==> src/rtl/seg7_scan_ctrl_if.sv <==
// CPU-side register bus for the seven-segment scan controller.
// The CPU (master) writes VALUE/CTRL and reads back registered data.
`timescale 1ns/1ps
interface seg7_scan_ctrl_if;
    logic        wr_en;
    logic [1:0]  wr_addr;
    logic [15:0] wr_data;
    logic [1:0]  rd_addr;
    logic [15:0] rd_data;

    modport master (
        output wr_en, wr_addr, wr_data, rd_addr,
        input  rd_data
    );

    modport slave (
        input  wr_en, wr_addr, wr_data, rd_addr,
        output rd_data
    );
endinterface

==> src/rtl/seg7_scan_ctrl.sv <==
// Four-digit seven-segment scan controller with a double-buffered display value,
// a blanking gap after every digit slot and a CPU-visible frame counter.
`timescale 1ns/1ps
module seg7_scan_ctrl #(
    parameter int CLK_DIV      = 50000,
    parameter int BLANK_CYCLES = 500,
    parameter int FRAME_W      = 8
) (
    input  logic             clk,
    input  logic             reset_n,
    seg7_scan_ctrl_if.slave  bus,
    output logic [6:0]       segments,
    output logic             decimal_point,
    output logic [3:0]       anode,
    output logic             frame_tick
);

    localparam int CNT_MAX = (CLK_DIV > BLANK_CYCLES) ? CLK_DIV : BLANK_CYCLES;
    localparam int CNT_W   = $clog2(CNT_MAX + 1);
    localparam logic [CNT_W-1:0] DRIVE_LAST = CNT_W'(CLK_DIV - 1);
    localparam logic [CNT_W-1:0] BLANK_LAST = CNT_W'(BLANK_CYCLES - 1);
    localparam logic [15:0]      CTRL_MASK  = 16'h0FF1;

    typedef enum logic [1:0] {
        S_IDLE  = 2'd0,
        S_DRIVE = 2'd1,
        S_BLANK = 2'd2
    } state_t;

    state_t             r_state, w_nextState;
    logic [15:0]        r_value, w_value;
    logic [15:0]        r_ctrl, w_ctrl;
    logic [15:0]        r_shadow, w_shadow;
    logic [1:0]         r_digit, w_digit;
    logic [CNT_W-1:0]   r_phase, w_phase;
    logic [FRAME_W-1:0] r_frame, w_frame;
    logic               r_tick, w_tick;
    logic [6:0]         r_segments, w_segments;
    logic               r_dp, w_dp;
    logic [3:0]         r_anode, w_anode;
    logic [15:0]        r_rdData, w_rdData;
    logic [15:0]        w_status;
    logic [3:0]         w_digMask, w_dpMask;

    function automatic logic [6:0] hexDecode(input logic [3:0] nibble);
        case (nibble)
            4'h0: hexDecode = 7'h40;
            4'h1: hexDecode = 7'h79;
            4'h2: hexDecode = 7'h24;
            4'h3: hexDecode = 7'h30;
            4'h4: hexDecode = 7'h19;
            4'h5: hexDecode = 7'h12;
            4'h6: hexDecode = 7'h02;
            4'h7: hexDecode = 7'h78;
            4'h8: hexDecode = 7'h00;
            4'h9: hexDecode = 7'h10;
            4'hA: hexDecode = 7'h08;
            4'hB: hexDecode = 7'h03;
            4'hC: hexDecode = 7'h46;
            4'hD: hexDecode = 7'h21;
            4'hE: hexDecode = 7'h06;
            default: hexDecode = 7'h0E;
        endcase
    endfunction

    // Control decisions use the post-write CTRL so enable and mask changes act on this edge.
    always_comb begin
        w_value = r_value;
        w_ctrl  = r_ctrl;
        if (bus.wr_en && bus.wr_addr == 2'd0) w_value = bus.wr_data;
        if (bus.wr_en && bus.wr_addr == 2'd1) w_ctrl  = bus.wr_data & CTRL_MASK;
    end

    always_comb begin
        w_nextState = r_state;
        w_digit     = r_digit;
        w_phase     = r_phase;
        w_shadow    = r_shadow;
        w_frame     = r_frame;
        w_tick      = 1'b0;
        if (!w_ctrl[0]) begin
            w_nextState = S_IDLE;
            w_digit     = 2'd0;
            w_phase     = '0;
        end else begin
            case (r_state)
                S_IDLE: begin
                    w_nextState = S_DRIVE;
                    w_shadow    = r_value;
                    w_digit     = 2'd0;
                    w_phase     = '0;
                end
                S_DRIVE: begin
                    if (r_phase == DRIVE_LAST) begin
                        w_nextState = S_BLANK;
                        w_phase     = '0;
                    end else begin
                        w_phase = r_phase + CNT_W'(1);
                    end
                end
                S_BLANK: begin
                    if (r_phase == BLANK_LAST) begin
                        w_nextState = S_DRIVE;
                        w_phase     = '0;
                        if (r_digit == 2'd3) begin
                            w_digit  = 2'd0;
                            w_shadow = r_value;
                            w_frame  = r_frame + FRAME_W'(1);
                            w_tick   = 1'b1;
                        end else begin
                            w_digit = r_digit + 2'd1;
                        end
                    end else begin
                        w_phase = r_phase + CNT_W'(1);
                    end
                end
                default: begin
                    w_nextState = S_IDLE;
                    w_digit     = 2'd0;
                    w_phase     = '0;
                end
            endcase
        end
    end

    // Outputs are precomputed from the next state so the registered pins line up with it.
    always_comb begin
        w_digMask  = w_ctrl[11:8];
        w_dpMask   = w_ctrl[7:4];
        w_anode    = 4'hF;
        w_segments = 7'h7F;
        w_dp       = 1'b1;
        if (w_nextState == S_DRIVE) begin
            w_segments = hexDecode(w_shadow[{w_digit, 2'b00} +: 4]);
            if (w_digMask[w_digit]) begin
                w_anode = ~(4'b0001 << w_digit);
                w_dp    = ~w_dpMask[w_digit];
            end
        end
    end

    always_comb begin
        w_status       = '0;
        w_status[1:0]  = r_digit;
        w_status[2]    = r_ctrl[0] && (r_state != S_IDLE);
        w_status[15:8] = 8'(r_frame);
        case (bus.rd_addr)
            2'd0:    w_rdData = r_value;
            2'd1:    w_rdData = r_ctrl;
            2'd2:    w_rdData = w_status;
            default: w_rdData = 16'h0000;
        endcase
    end

    always_ff @(posedge clk or negedge reset_n) begin
        if (!reset_n) begin
            r_state    <= S_IDLE;
            r_value    <= '0;
            r_ctrl     <= '0;
            r_shadow   <= '0;
            r_digit    <= '0;
            r_phase    <= '0;
            r_frame    <= '0;
            r_tick     <= 1'b0;
            r_segments <= 7'h7F;
            r_dp       <= 1'b1;
            r_anode    <= 4'hF;
            r_rdData   <= '0;
        end else begin
            r_state    <= w_nextState;
            r_value    <= w_value;
            r_ctrl     <= w_ctrl;
            r_shadow   <= w_shadow;
            r_digit    <= w_digit;
            r_phase    <= w_phase;
            r_frame    <= w_frame;
            r_tick     <= w_tick;
            r_segments <= w_segments;
            r_dp       <= w_dp;
            r_anode    <= w_anode;
            r_rdData   <= w_rdData;
        end
    end

    assign segments      = r_segments;
    assign decimal_point = r_dp;
    assign anode         = r_anode;
    assign frame_tick    = r_tick;
    assign bus.rd_data   = r_rdData;

endmodule

==> src/flat_wrapper.sv <==
// flat-port wrapper written by rule: the top's interface ports become plain ports
module seg7_scan_ctrl_flat 
#(
    parameter int CLK_DIV      = 50000,
    parameter int BLANK_CYCLES = 500,
    parameter int FRAME_W      = 8
)
  (clk, reset_n, segments, decimal_point, anode, frame_tick, bus_wr_en, bus_wr_addr, bus_wr_data, bus_rd_addr, bus_rd_data);
  seg7_scan_ctrl_if bus_i ();
  input  logic clk;
  input  logic reset_n;
  output logic [6:0] segments;
  output logic decimal_point;
  output logic [3:0] anode;
  output logic frame_tick;
  input wire logic [$bits(bus_i.wr_en)-1:0] bus_wr_en;
  input wire logic [$bits(bus_i.wr_addr)-1:0] bus_wr_addr;
  input wire logic [$bits(bus_i.wr_data)-1:0] bus_wr_data;
  input wire logic [$bits(bus_i.rd_addr)-1:0] bus_rd_addr;
  output wire logic [$bits(bus_i.rd_data)-1:0] bus_rd_data;
  assign bus_i.wr_en = bus_wr_en;
  assign bus_i.wr_addr = bus_wr_addr;
  assign bus_i.wr_data = bus_wr_data;
  assign bus_i.rd_addr = bus_rd_addr;
  assign bus_rd_data = bus_i.rd_data;
  seg7_scan_ctrl #(.CLK_DIV(CLK_DIV), .BLANK_CYCLES(BLANK_CYCLES), .FRAME_W(FRAME_W)) u_core (.clk(clk), .reset_n(reset_n), .bus(bus_i), .segments(segments), .decimal_point(decimal_point), .anode(anode), .frame_tick(frame_tick));
endmodule
==> config.mk <==
export PLATFORM = sky130hd
export DESIGN_NAME = seg7_scan_ctrl_flat
export DESIGN_NICKNAME = d
export VERILOG_FILES = /design/src/rtl/seg7_scan_ctrl_if.sv /design/src/rtl/seg7_scan_ctrl.sv /design/src/flat_wrapper.sv
export SDC_FILE = /design/constraint.sdc
export NUM_CORES = 1
export LEC_CHECK = 0
export BUFFER_PORTS_ARGS = -buffer_cell sky130_fd_sc_hd__buf_4
export CAP_MARGIN = 20
export CORE_AREA = 3 3 101 103
export CTS_BUF_LIST = sky130_fd_sc_hd__clkbuf_2 sky130_fd_sc_hd__clkbuf_4 sky130_fd_sc_hd__clkbuf_8
export CTS_CLUSTER_SIZE = 8
export DETAILED_ROUTE_END_ITERATION = 10
export DIE_AREA = 0 0 104 106
export PLACE_DENSITY_LB_ADDON = 0.3
export SLEW_MARGIN = 20
export SYNTH_ARGS = -nofsm -noshare
export SYNTH_HDL_FRONTEND = slang
export SYNTH_SLANG_ARGS = --single-unit
==> constraint.sdc <==
create_clock -name clk -period 6.4 [get_ports clk]
set_clock_uncertainty 0.2 [all_clocks]
set_input_delay 0.32 -clock clk [delete_from_list [all_inputs] [get_ports clk]]
set_output_delay 0.32 -clock clk [all_outputs]
set_load 0.005 [all_outputs]
==> metrics.cfg <==
[clocking]
worstSkewPairLatency_ps = 360
numCtsBuffers = 9
root_buffer = clkbuf_8
cts_buffer_depth = 2
cts_setup_buffers = 0
clkSinkCount = 98
h-tree-depth = 3
cts.clk_slew.worst_paths_ps = 100
cts_tree = built

[routing]
drc = 0
ant_nets = 0
drt_iter0_drc = 235
avgViaCountPerCell = 5.56
dr.pass1.iters = 5
dr_total_vias = 3359
wire_per_inst_um = 16.6
finalWirelength_um = 10000

[floorplan]
core_mm2 = 0.00928
io_pins = 52
rows = 35
die_area_mm2 = 0.0110
die_w_um = 104
fp.dieH_um = 106
start_util_pct = 49.9

[global_route]
antenna_found_initial = 0
grt_use_total_pct = 19.2
grt_max_degree = 57
grt_first_pass_wirelength_um = 16900
overflow = 0
grt_pass1_vias = 3314

[yosys]
synth_top_area_share_pct = 46.5
synth_top_cell_by_area = dfrtp_1
synth_seq_cells = 98
ys_seq_area_share_pct = 53.3
synth_ff_type = dfrtp_1
syn-num-nets = 439
synthTopCellsByArea = dfrtp_1, dfstp_2, mux2_2
synth-edff-count = 0
synth.distinct_cells = 64
synth_area_mm2 = 0.00463
syn_avg_cell_area_um2 = 11.5
synth.most_common_cell = dfrtp_1
ys_top_cells_by_count = dfrtp_1, nand2_1, nor2_1
synth-async-reset-ratio_pct = 100
yosys_warnings = 0
postSynthCellCount = 403

[timing]
rsz0062_at_grt = false
min_period_ps = 3910
tightest_slew_ps = 684
period_share_pct = 61.2
finalHoldViolations = 0
maxSlewHeadroom_pct = 54.4
timing.fmax_mhz = 255
setup_viol = 0
slew_viol_final = 0
setup_tns_ps = 0

[layout]
fill_cells = 787
area_growth_pct = 19.0
drive_above_1_share_pct = 26.1
postLayoutCellArea_mm2 = 0.00551
nets = 506
antenna_cells = 0

[setup_path]
cp-start-kind = flop
max_stage_delay_ps = 460
critPathSlowestCell = mux4_2
worstPathArrival_ps = 4010
worstSetupPathType = flop to flop
cp_max_fo = 13
endpoint_kind = flop
r2r_end = u_core.segments[3]
r2r_setup_slack_ps = 2490
path_cells = inv_1 -> ha_1 -> and4_1 -> and4_1 -> o211ai_2 -> a22o_1 -> a22oi_1 -> and3_1 -> inv_1 -> ha_1 -> mux4_2 -> or2_1
worstPathRequired_ps = 6490
r2r-start = u_core.r_state[0]
ff2ff_path_depth = 12

[pwr]
vdd_drop_max_mv = 0.140
power_density_mw_per_mm2 = 303
fin_total_pwr_mw = 1.67
p_leak_nw = 2.47

[placement]
numPortBuffers = 51
place_hpwl_um = 7170
placed_area_mm2 = 0.00512
place_congestion = 0.915

[job]
drv_cap = 0

[worst_hold_path]
min_path_cells = 2
min_path_type = input port to flop
hold_start = bus_rd_addr[1]
hold_end = u_core.bus.rd_data[5]

[outcome]
status = finished clean

[where the power goes]
part	internal, mW	switching (mW)
combinational	0.214	0.240
sequential	0.743	0.0574
clock	0.188	0.224
[critical path, delay by kind of cell (launching register included)]
kind / cells / cell delay, ps
compound gates: 3 / 780
fa+ha+maj: 2 / 520
buf+inv: 2 / 200
flops: 1 / 430
mux: 1 / 460
simple gates: 4 / 1250
[sequential cells by signal, indices dropped and copies added, names as in the netlist]
name                  cells
u_core.r_ctrl             9
u_core.r_frame            8
u_core.r_state            2
u_core.r_shadow          16
u_core.r_phase           16
u_core.bus.rd_data       16
u_core.anode              4
u_core.r_digit            2
u_core.r_value           16
u_core.decimal_point      1
u_core.segments           7
u_core.frame_tick         1
[worst max-delay path by stage]
stage                            startpoint                 end  slack (ps)  cells past startpoint
after CTS                 u_core.r_state[0]  u_core.segments[3]        2530                     12
after detailed placement  u_core.r_state[0]  u_core.segments[3]        2560                     12
after global routing      u_core.r_state[0]  u_core.segments[3]        2200                     12
after floorplan           u_core.r_state[0]  u_core.segments[3]        2790                     15
final                     u_core.r_state[0]  u_core.segments[3]        2490                     12
after global placement    u_core.r_state[0]  u_core.segments[3]        2740                     10
[metal layers]
metal | vias to the layer above | wire (um) | track usage (%)
li1 | 1573 | - | -
met3 | 21 | 505 | 4.43
met2 | 104 | 4860 | 31.0
met4 | 0 | 227 | 6.65
met1 | 1661 | 4450 | 25.6
met5 | - | 0 | 0
[cell families (layout without fill, tap and decap cells)]
kind of cell / after synthesis / after routing / synth area share (%)
buf+inv: 34 / 106 / 3.16
compound gates: 65 / 65 / 10.8
xor+xnor: 20 / 20 / 3.78
fa+ha+maj: 13 / 13 / 3.51
flops: 98 / 98 / 53.3
mux: 45 / 45 / 10.7
simple gates: 128 / 128 / 14.7
[cell type report]
cell class / count / area (um2) / area share (%)
Clock buffer: 9 / 124 / 2.25
Clock inverter: 7 / 86.3 / 1.57
Inverter: 19 / 71.3 / 1.30
Multi-Input combinational cell: 271 / 2020 / 36.7
Sequential cell: 98 / 2470 / 44.8
Tap cell: 129 / 161 / 2.93
Timing Repair Buffer: 71 / 576 / 10.5
[metrics by stage]
stage	utilization [%]	worst slack, ps	cells	hold WS, ps
final	59.3	2490	604	106
after global routing	59.3	2200	604	90.4
after CTS	59.3	2530	604	75.8
after detailed placement	55.2	2560	571	146
after global placement	55.2	2740	571	137
after floorplan	-	2790	403	-176
[cell usage in the layout, fill, tap and decap left out, types with 3 or more instances in the layout]
| master | instances |
|---|---|
| nand3_1 | 11 |
| dfstp_2 | 12 |
| dfrtp_1 | 86 |
| clkinv_4 | 3 |
| and2_1 | 4 |
| o21a_1 | 3 |
| xnor2_1 | 12 |
| o21ai_0 | 11 |
| nor2_1 | 32 |
| o221a_2 | 3 |
| a21oi_1 | 8 |
| xor2_1 | 8 |
| dlygate4sd3_1 | 17 |
| buf_4 | 54 |
| a22oi_1 | 3 |
| o221ai_1 | 3 |
| inv_1 | 18 |
| nand4_1 | 5 |
| mux2_2 | 25 |
| a221o_1 | 4 |
| and4_1 | 4 |
| nand2_1 | 36 |
| mux2i_1 | 19 |
| and3_1 | 10 |
| a22o_1 | 10 |
| ha_1 | 13 |
| clkbuf_8 | 9 |
| a21o_1 | 3 |
[timing repair]
action,4_1_cts,5_1_grt
gates resized for setup,0,0
endpoints found under the hold margin,57,0
hold buffers,17,0
No activity file was read; power rests on OpenSTA's default activity.
